File: config.mk
export PLATFORM = sky130hd
export DESIGN_NAME = fma_add_pipe_flat
export DESIGN_NICKNAME = d
export VERILOG_FILES = /design/src/rtl/fma_pkg.sv /design/src/rtl/fma_add_pipe_if.sv /design/src/rtl/fma_csa32.sv /design/src/rtl/fma_add_pipe.sv /design/src/flat_wrapper.sv
export SDC_FILE = /design/constraint.sdc
export NUM_CORES = 2
export LEC_CHECK = 0
export ABC_CLOCK_PERIOD_IN_PS = 13150
export BUFFER_PORTS_ARGS = -buffer_cell sky130_fd_sc_hd__buf_4
export CORE_MARGIN = 2
export CORE_UTILIZATION = 44
export CTS_BUF_LIST = sky130_fd_sc_hd__clkbuf_16
export CTS_CLUSTER_DIAMETER = 30
export DETAILED_ROUTE_END_ITERATION = 8
export GPL_TIMING_DRIVEN = 0
export PLACE_DENSITY = 0.6
export SLEW_MARGIN = 5
export SYNTH_ARGS = -nofsm -noshare
export SYNTH_HDL_FRONTEND = slang
export SYNTH_SLANG_ARGS = --single-unit
File: constraint.sdc
create_clock -name clk -period 13.15 [get_ports clk]
set_input_delay 1.315 -clock clk [delete_from_list [all_inputs] [get_ports clk]]
set_output_delay 1.315 -clock clk [all_outputs]
set_load 0.02 [all_outputs]
File: src/rtl/fma_pkg.sv
// Shared definitions for the FMA addend pipeline.
//   FMA_PW / FMA_AW / FMA_TW : default partial-product, sum and tag widths.
//   sel_mode_e               : how the final magnitude is chosen from the
//                              carry-propagate results.
package fma_pkg;

    localparam int FMA_PW = 106;
    localparam int FMA_AW = 158;
    localparam int FMA_TW = 4;

    // ADD0 : plain add, magnitude is sum0
    // ADD1 : subtract with non-negative result, magnitude is sum0 + 1
    // INV0 : subtract with negative result, magnitude is ~sum0
    typedef enum logic [1:0] {
        ADD0 = 2'd0,
        ADD1 = 2'd1,
        INV0 = 2'd2
    } sel_mode_e;

endpackage

File: src/rtl/fma_add_pipe_if.sv
// Operand / result channel bundle for fma_add_pipe.
//   Input channel : in_valid, in_ready, r, s, t, invz, killprod, tag_in
//   Output channel: out_valid, out_ready, mag, negsum, zero, tag_out
//   Control       : flush
// Handshake: a transfer happens on a rising clock edge where valid and ready
// are both 1. A source holds its payload stable while valid=1 and ready=0;
// ready may depend combinationally on the downstream ready.
// modport master : the side that supplies operands and consumes results.
// modport slave  : the pipeline.
interface fma_add_pipe_if
    import fma_pkg::*;
#(
    parameter int PW = FMA_PW,
    parameter int AW = FMA_AW,
    parameter int TW = FMA_TW
);
    logic          in_valid;
    logic          in_ready;
    logic [PW-1:0] r;
    logic [PW-1:0] s;
    logic [AW-1:0] t;
    logic          invz;
    logic          killprod;
    logic [TW-1:0] tag_in;
    logic          flush;
    logic          out_valid;
    logic          out_ready;
    logic [AW-1:0] mag;
    logic          negsum;
    logic          zero;
    logic [TW-1:0] tag_out;

    modport master (
        output in_valid, r, s, t, invz, killprod, tag_in, flush, out_ready,
        input  in_ready, out_valid, mag, negsum, zero, tag_out
    );

    modport slave (
        input  in_valid, r, s, t, invz, killprod, tag_in, flush, out_ready,
        output in_ready, out_valid, mag, negsum, zero, tag_out
    );
endinterface

File: src/rtl/fma_csa32.sv
// 3:2 carry-save adder, purely combinational.
//   a, b, c : W-bit addends
//   sum     : bitwise sum vector
//   carry   : majority vector shifted left by one, truncated to W bits
// sum + carry == a + b + c (mod 2^W).
module fma_csa32 #(
    parameter int W = 158
) (
    input  logic [W-1:0] a,
    input  logic [W-1:0] b,
    input  logic [W-1:0] c,
    output logic [W-1:0] sum,
    output logic [W-1:0] carry
);
    logic [W-1:0] maj;

    always_comb begin
        sum   = a ^ b ^ c;
        maj   = (a & b) | (a & c) | (b & c);
        carry = {maj[W-2:0], 1'b0};
    end
endmodule

File: src/rtl/fma_add_pipe.sv
// Two-stage addend/product adder for a fused multiply-add datapath.
//   clk   : rising-edge clock
//   reset : asynchronous, active-low
//   bus   : fma_add_pipe_if.slave (operands in, magnitude/sign/zero out)
// Stage 1 reduces {r, s, t} to carry-save form; stage 2 resolves the carry
// chain and picks the magnitude and sign of the signed sum.
module fma_add_pipe
    import fma_pkg::*;
#(
    parameter int PW = FMA_PW,
    parameter int AW = FMA_AW,
    parameter int TW = FMA_TW
) (
    input  logic clk,
    input  logic reset,
    fma_add_pipe_if.slave bus
);
    // Stall control: a stage may advance if it is empty or the stage after it
    // advances, so a full pipeline moves in lock-step with out_ready.
    logic adv1;
    logic adv2;

    // Stage 1 state
    logic          v1_q, v1_d;
    logic [AW-1:0] sum_q, sum_d;
    logic [AW-1:0] carry_q, carry_d;
    logic          invz1_q, invz1_d;
    logic [TW-1:0] tag1_q, tag1_d;

    // Stage 2 state
    logic          v2_q, v2_d;
    logic [AW-1:0] mag_q, mag_d;
    logic          negsum_q, negsum_d;
    logic          zero_q, zero_d;
    logic [TW-1:0] tag2_q, tag2_d;

    // Operand conditioning and CSA
    logic [AW-1:0] r2, s2, t2;
    logic [AW-1:0] csa_sum, csa_carry;

    // Stage 2 datapath
    logic [AW-1:0] sum0, sum1;
    sel_mode_e     sel_mode;
    logic [AW-1:0] sel_mag;
    logic          sel_neg;

    always_comb begin
        adv2 = !v2_q || bus.out_ready;
        adv1 = !v1_q || adv2;
    end

    // Subtraction uses ~t; the missing +1 of the two's complement is added
    // back in stage 2 as sum1 = sum0 + 1.
    always_comb begin
        r2 = bus.killprod ? '0 : {{(AW-PW){1'b0}}, bus.r};
        s2 = bus.killprod ? '0 : {{(AW-PW){1'b0}}, bus.s};
        t2 = bus.invz ? ~bus.t : bus.t;
    end

    fma_csa32 #(.W(AW)) u_csa (
        .a     (r2),
        .b     (s2),
        .c     (t2),
        .sum   (csa_sum),
        .carry (csa_carry)
    );

    always_comb begin
        v1_d    = v1_q;
        sum_d   = sum_q;
        carry_d = carry_q;
        invz1_d = invz1_q;
        tag1_d  = tag1_q;
        if (adv1) begin
            v1_d    = bus.in_valid;
            sum_d   = csa_sum;
            carry_d = csa_carry;
            invz1_d = bus.invz;
            tag1_d  = bus.tag_in;
        end
        if (bus.flush) begin
            v1_d = 1'b0;
        end
    end

    // For a subtract, sum0 = P - t - 1 and sum1 = P - t. If sum1 is negative
    // then ~sum0 = t - P is the magnitude.
    always_comb begin
        sum0 = sum_q + carry_q;
        sum1 = sum0 + {{(AW-1){1'b0}}, 1'b1};
        if (!invz1_q) begin
            sel_mode = ADD0;
        end else if (!sum1[AW-1]) begin
            sel_mode = ADD1;
        end else begin
            sel_mode = INV0;
        end
        unique case (sel_mode)
            ADD0:    begin sel_mag = sum0;  sel_neg = 1'b0; end
            ADD1:    begin sel_mag = sum1;  sel_neg = 1'b0; end
            INV0:    begin sel_mag = ~sum0; sel_neg = 1'b1; end
            default: begin sel_mag = sum0;  sel_neg = 1'b0; end
        endcase
    end

    always_comb begin
        v2_d     = v2_q;
        mag_d    = mag_q;
        negsum_d = negsum_q;
        zero_d   = zero_q;
        tag2_d   = tag2_q;
        if (adv2) begin
            v2_d     = v1_q;
            mag_d    = sel_mag;
            zero_d   = (sel_mag == '0);
            // A zero result is never reported as negative.
            negsum_d = sel_neg && (sel_mag != '0);
            tag2_d   = tag1_q;
        end
        if (bus.flush) begin
            v2_d = 1'b0;
        end
    end

    always_ff @(posedge clk or negedge reset) begin
        if (!reset) begin
            v1_q     <= 1'b0;
            sum_q    <= '0;
            carry_q  <= '0;
            invz1_q  <= 1'b0;
            tag1_q   <= '0;
            v2_q     <= 1'b0;
            mag_q    <= '0;
            negsum_q <= 1'b0;
            zero_q   <= 1'b0;
            tag2_q   <= '0;
        end else begin
            v1_q     <= v1_d;
            sum_q    <= sum_d;
            carry_q  <= carry_d;
            invz1_q  <= invz1_d;
            tag1_q   <= tag1_d;
            v2_q     <= v2_d;
            mag_q    <= mag_d;
            negsum_q <= negsum_d;
            zero_q   <= zero_d;
            tag2_q   <= tag2_d;
        end
    end

    always_comb begin
        bus.in_ready  = adv1;
        bus.out_valid = v2_q;
        bus.mag       = mag_q;
        bus.negsum    = negsum_q;
        bus.zero      = zero_q;
        bus.tag_out   = tag2_q;
    end
endmodule
File: src/flat_wrapper.sv
// flat-port wrapper written by rule: the top's interface ports become plain ports
module fma_add_pipe_flat import fma_pkg::*;
#(
    parameter int PW = FMA_PW,
    parameter int AW = FMA_AW,
    parameter int TW = FMA_TW
)
  (clk, reset, bus_in_valid, bus_r, bus_s, bus_t, bus_invz, bus_killprod, bus_tag_in, bus_flush, bus_out_ready, bus_in_ready, bus_out_valid, bus_mag, bus_negsum, bus_zero, bus_tag_out);
  fma_add_pipe_if #(.PW(PW), .AW(AW), .TW(TW)) bus_i ();
  input  logic clk;
  input  logic reset;
  input wire logic [$bits(bus_i.in_valid)-1:0] bus_in_valid;
  input wire logic [$bits(bus_i.r)-1:0] bus_r;
  input wire logic [$bits(bus_i.s)-1:0] bus_s;
  input wire logic [$bits(bus_i.t)-1:0] bus_t;
  input wire logic [$bits(bus_i.invz)-1:0] bus_invz;
  input wire logic [$bits(bus_i.killprod)-1:0] bus_killprod;
  input wire logic [$bits(bus_i.tag_in)-1:0] bus_tag_in;
  input wire logic [$bits(bus_i.flush)-1:0] bus_flush;
  input wire logic [$bits(bus_i.out_ready)-1:0] bus_out_ready;
  output wire logic [$bits(bus_i.in_ready)-1:0] bus_in_ready;
  output wire logic [$bits(bus_i.out_valid)-1:0] bus_out_valid;
  output wire logic [$bits(bus_i.mag)-1:0] bus_mag;
  output wire logic [$bits(bus_i.negsum)-1:0] bus_negsum;
  output wire logic [$bits(bus_i.zero)-1:0] bus_zero;
  output wire logic [$bits(bus_i.tag_out)-1:0] bus_tag_out;
  assign bus_i.in_valid = bus_in_valid;
  assign bus_i.r = bus_r;
  assign bus_i.s = bus_s;
  assign bus_i.t = bus_t;
  assign bus_i.invz = bus_invz;
  assign bus_i.killprod = bus_killprod;
  assign bus_i.tag_in = bus_tag_in;
  assign bus_i.flush = bus_flush;
  assign bus_i.out_ready = bus_out_ready;
  assign bus_in_ready = bus_i.in_ready;
  assign bus_out_valid = bus_i.out_valid;
  assign bus_mag = bus_i.mag;
  assign bus_negsum = bus_i.negsum;
  assign bus_zero = bus_i.zero;
  assign bus_tag_out = bus_i.tag_out;
  fma_add_pipe #(.PW(PW), .AW(AW), .TW(TW)) u_core (.clk(clk), .reset(reset), .bus(bus_i));
endmodule
# --- After elaboration in Yosys (flattened, before gate mapping) ---
# Cells that the tools add are included.
op_classes:
  reduce_logical: 9
  n_bitwise: 9
  eq_ne: 2
  muxes: 11
  add_sub_neg: 2
op_table:
  columns: ["cell", "count"]
  rows:
  - ["158-bit NOT", 2]
  - ["158-bit one-hot mux with 2 select lines", 1]
  - ["158-bit XOR", 2]
  - ["106-bit by 157-bit AND with 157-bit output", 2]
  - ["157-bit OR", 2]
  - ["106-bit two-way mux", 2]
  - ["158-bit by 1-bit adder with 158-bit output (second input constant)", 1]
  - ["158-bit adder", 1]
  - ["158-bit zero test", 1]
  - ["158-bit two-way mux", 1]
  - ["158-bit nonzero test", 1]
  - ["106-bit AND", 1]
  - ["1-bit two-way mux", 5]
  - ["2-bit two-way mux", 2]
  - ["2-bit nonzero test", 2]
  - ["2-bit by 1-bit equality test with 1-bit output (second input constant)", 1]
  - ["2-bit equality test (second input constant)", 1]
  - ["1-bit zero test", 2]
  - ["1-bit logical OR", 2]
  - ["1-bit logical AND", 1]
totals:
  register_bits: 486
  in_bits: 381
  out_inout_bits: 166

# --- Longest topological paths before layout ---
depth:
  depth_word: 8
  mapped_depth: 27
  depth_no_buf: 22

# --- Cells and area by module ---
# Synthesis repeated with hierarchy kept, for this count alone.
unflattened:
  hier_cells: 5418
  hier_area_um2: 45855.2
by_module_without_submodules:
  columns: ["module", "cells_per_inst", "area_per_inst_um2", "instances"]
  rows:
  - ["fma_add_pipe", 5258, 42677.2, 1]
  - ["fma_csa32", 160, 3178.0, 1]

# --- Least setup slack after synthesis ---
# OpenSTA, ideal clock, no wires.
synth_timing:
  kind: "register to register"
  from: "reg u_core.carry_q[11]"
  to: "reg u_core.zero_q, in the netlist u_core.bus.zero"
  path_stages_with_launch: 23
  t_arrival_ns: 6.657
  period_less_slack_ns: 6.761
  setup_slack_ns: 6.389
  setup_ns: 0.103
  required_time_ns: 13.047
  cell_sequence: "dfrtp_1 ha_1 buf_2 a21oi_1 o21ai_0 a221o_1 or2_2 xor2_1 nand4_1 or3_1 or4_1 buf_2 nor4_4 nand4_2 or4_4 o31ai_4 a31oi_1 xnor2_1 or4_1 a2111oi_0 nand4_1 or4_1 o41ai_2"
synth_between:
  elab_chain_len: 7
synth_rtl:
  columns: ["item", "line_no", "source"]
  rows:
  - ["start, declared", "fma_add_pipe.sv:26", "logic [AW-1:0] carry_q, carry_d;"]
  - ["start signal, assigned", "fma_add_pipe.sv:140", "carry_q <= carry_d;"]
  - ["158-bit adder (*)", "fma_add_pipe.sv:89", "sum0 = sum_q + carry_q;"]
  - ["158-bit by 1-bit adder with 158-bit output", "fma_add_pipe.sv:90", "sum1 = sum0 + {{(AW-1){1'b0}}, 1'b1};"]
  - ["2-bit two-way mux", "fma_add_pipe.sv:93", "end else if (!sum1[AW-1]) begin"]
  - ["2-bit two-way mux", "fma_add_pipe.sv:91", "if (!invz1_q) begin"]
  - ["2-bit equality test or 2-bit by 1-bit equality test with 1-bit output (tied branches)", "fma_add_pipe.sv:98", "unique case (sel_mode)"]
  - ["158-bit one-hot mux with 2 select lines (*)", "fma_add_pipe.sv:98", null]
  - ["158-bit zero test (*)", "fma_add_pipe.sv:115", "zero_d = (sel_mag == '0);"]
  - ["end signal, assigned", "fma_add_pipe.sv:146", "zero_q <= zero_d;"]
  - ["end, declared", "fma_add_pipe.sv:34", "logic zero_q, zero_d;"]
# Every way passes the cells marked *; elsewhere a longest branch is shown, timed or not.
# A chain may end at the register's enable or synchronous reset.

# --- Worst setup path after layout ---
layout_timing:
  from: "reg u_core.carry_q[47]"
  to: "reg u_core.zero_q, in the netlist u_core.bus.zero"
# Same word-level chain as after synthesis.

==> metrics.md <==
| Metric | Value |
|---|---|
| Min-Delay Path Class | reg -> reg |
| Fmax | between 80 and 90 MHz |
| H-Tree Depth | 3 |
| Largest net degree at the start of global routing | ~110 |
| CTS Root Cell | clkbuf_16 |
| Core Util, Final | roughly 55% |
| Post-Synthesis Cells | 4,684 |
| First-pass GRT wire length | about 250,000 um |
| Hold_buf cts | 0 |
| DP Wirelength | between 100,000 and 150,000 um |
| FFs w/ async S/R, synth | 100% |
| DR vias/cell | 6.08 |
| Share of layout cells above drive strength 1 | about 17% |
| Detailed-route via count | 39,800 |
| Pwr Density | roughly 180 nW/um2 |
| Die Ht | between 200 and 300 um |
| Die extent in x | roughly 300 um |
| Clk_skew | between 70 and 80 ps |
| Final period util | between 80 and 90% |
| 1st-iter DRT viols | just over 4,000 |
| # IOs | ~550 |
| Setup Fix Bufs, Post-CTS | 0 |
| Measured slew at the worst slew-check pin | between 1000 and 1500 ps |
| MaxCap Viol Count | 0 |
| Largest area contributor in the netlist | dfrtp_1 |
| Worst setup EP type | flop |
| DRT antenna net count | 0 |
| Critical Path AT | about 12,000 ps |
| Syn Area/Cell | roughly 8 um2 |
| CTS tree | built |
| RSZ-0062 raised after global routing | false |
| FP Rows | roughly 110 |
| GPL Wtd Cong | 1.04 |
| Setup TNS Final | 0 ps |
| Starting Density | between 40% and 50% |
| Area growth, synth to finish | 24.3% |
| Hold WS | between 400 and 500 ps |
| Post-DR wirelength/cell | between 20 and 30 um |
| Rel. slew slack | around 3.7% |
| Worst slack at placement | 2530 ps |
| Leakage power | approximately 0.019 uW |
| Final setup margin | 1910 ps |
| Max-slew violation count | 0 |
| GRT Residual Overflow | 0 |
| Critical path startpoint category | flop |
| CTS resizes | 0 |
| Clock latency reported for the late side of the worst-skew pair | approximately 700 ps |
| Mapped Area | 37,400 um2 |
| Pre-antenna DRT Iters | 8 |
| Clk buf depth | 3 |
| Critical path class | reg -> reg |
| Sequential-to-total area share from yosys stat | between 20% and 30% |
| Minimum clock period after layout | between 10,000 and 15,000 ps |
| Number of synthesized register bits | around 440 |
| Post-synth EDFFs | 0 |
| Synth cell types | 110 |
| Top_reg_cell synth | dfrtp_1 |
| Yosys top cell area share | between 20 and 30% |
| CP Max Fanout | 10 |
| Clk pin slew, worst setup/hold paths | ~50 ps |
| Post-synth net total | 5,279 |
| Final wirelength | between 150,000 and 200,000 um |
| CTS buffer count | 98 |
| Drt drc | 0 |
| Yosys warns | 0 |
| CP required | between 10,000 and 15,000 ps |
| Core Footprint | approximately 84,000 um2 |
| Die footprint | approximately 87,000 um2 |
| Status | finished, final reports clean |
| Vias in the first global route | 38,300 |
| GRT Total Usage | approximately two fifths |
| NumNets Final | 5,928 |
| Clock tree sinks | 435 |
| Synth top area cells | dfrtp_1, a21oi_1, xnor2_1 |
| Final Hold Fails | 0 |
| I/O Buffers | 544 |
| Final Setup Violations | 0 |
| Max IR drop VDD | approximately 140 uV |
| Initial antenna violation count | 3 |
## area by class of cell
type | count | area [um2]
antenna | 1 | 2.50
buffer | 281 | 1260
clock buffer | 98 | 2450
clock inverter | 84 | 996
fill | 8168 | 37500
inverter | 43 | 161
multi-input combinational | 3925 | 25100
sequential | 435 | 10900
tap | 1134 | 1420
timing repair buffer | 549 | 4210
## path summary, 6_finish.rpt
kind	start	end	slack (ps)	depth (start not counted)
hold reg to reg	u_core.bus.mag[54]$_DFFE_PN0P_	u_core.bus.mag[54]$_DFFE_PN0P_	470	2
setup / recovery	u_core.carry_q[47]$_DFFE_PN0P_	u_core.bus.zero$_DFFE_PN0P_	1910	25
min in group asynchronous	reset	u_core.carry_q[3]$_DFFE_PN0P_	530	1
setup reg to reg	u_core.carry_q[47]$_DFFE_PN0P_	u_core.bus.zero$_DFFE_PN0P_	1910	25
max in group asynchronous	reset	u_core.carry_q[104]$_DFFE_PN0P_	11190	3
hold / removal	u_core.bus.mag[54]$_DFFE_PN0P_	u_core.bus.mag[54]$_DFFE_PN0P_	470	2
## synth_stat cells, drive strengths merged, types with 22 or more instances
library cell and count:
nand2b 228, buf 127, nor4 74, or3 31, o21a 26, xnor2 285
nand3 90, nor3 115, nand2 549, ha 107, a31oi 58, dfrtp 435
xor2 130, o211ai 31, a211oi 30, o21ai 277, and2 31, o31ai 37
nand4 153, or2 39, and4 28, a21oi 538, and3 37, fa 107
or4 22, inv 43, a21o 26, nor2 593, clkbuf 154
## critical path: stages (launching register included)
cell      delay [ps]
dfrtp_1          390
ha_1             310
buf_2            300
nand4_1          340
nor4_1           960
and4_1           460
nor2b_1          180
a32oi_1          210
and4_1           310
nor3_1           640
nand4_1          340
nor4_1           610
nand4_1          420
nor4_2           540
a31oi_1          380
nor3_2           830
clkbuf_1         840
buf_2            470
buf_2            360
buf_2            430
a21oi_1           70
o211ai_1         550
nand3_1          170
nor4_1           480
nand4_1          290
o41ai_2          250
## cell usage in the layout (no fill, tap or decap), drive strengths merged, types with 90 or more instances in the layout
cell type / n
fa: 107
nand2b: 228
a21oi: 538
xor2: 130
o21ai: 277
nand2: 549
nand4: 153
buf: 676
nand3: 90
clkbuf: 252
ha: 107
dfrtp: 435
nor3: 115
xnor2: 285
nor2: 593
## power breakdown
| part | leakage, uW | switching, uW | internal [uW] |
|---|---|---|---|
| Combinational | 0.0122 | 2610 | 1240 |
| Clock | 0.00168 | 858 | 1680 |
| Sequential | 0.00521 | 270 | 1670 |
| Total | 0.0191 | 3740 | 4590 |
## flip-flops by register name, summed over array words and instances, names as in the netlist
name                  flops
u_core.bus.mag          158
u_core.sum_q            158
u_core.carry_q          106
u_core.bus.tag_out        4
u_core.tag1_q             4
u_core.bus.negsum         1
u_core.bus.out_valid      1
u_core.bus.zero           1
u_core.invz1_q            1
u_core.v1_q               1
## metal layers
layer,part of all wire (%),track usage [%]
met1,43,52.8
met2,43,58.4
met3,9.3,7.36
met4,4.7,16.2
met5,0.016,0
## kinds of logic (layout without fill, tap and decap cells)
| kind of cell | count (synthesis) | in the layout | share of synthesized area, % |
|---|---|---|---|
| flip-flops | 435 | 435 | 29.1 |
| XOR/XNOR | 415 | 415 | 9.72 |
| AND/OR/NAND/NOR | 2057 | 2057 | 27.5 |
| buffers and inverters | 324 | 1055 | 3.79 |
| AO/OA/AOI/OAI | 1221 | 1221 | 20.0 |
| multiplexers | 18 | 18 | 0.522 |
| adder cells (fa/ha/maj) | 214 | 214 | 9.31 |
| other | 0 | 1 | 0 |
## metrics by stage
step	std cells	instance area, um2	total power, uW
2_1_floorplan	4684	37400	4040
3_3_place_gp	6362	42900	5620
3_5_place_dp	6367	43000	5660
4_1_cts	6549	46500	8210
5_1_grt	6549	46500	8660
6_report	6550	46500	8320
Power figures use the tool's default switching activity.
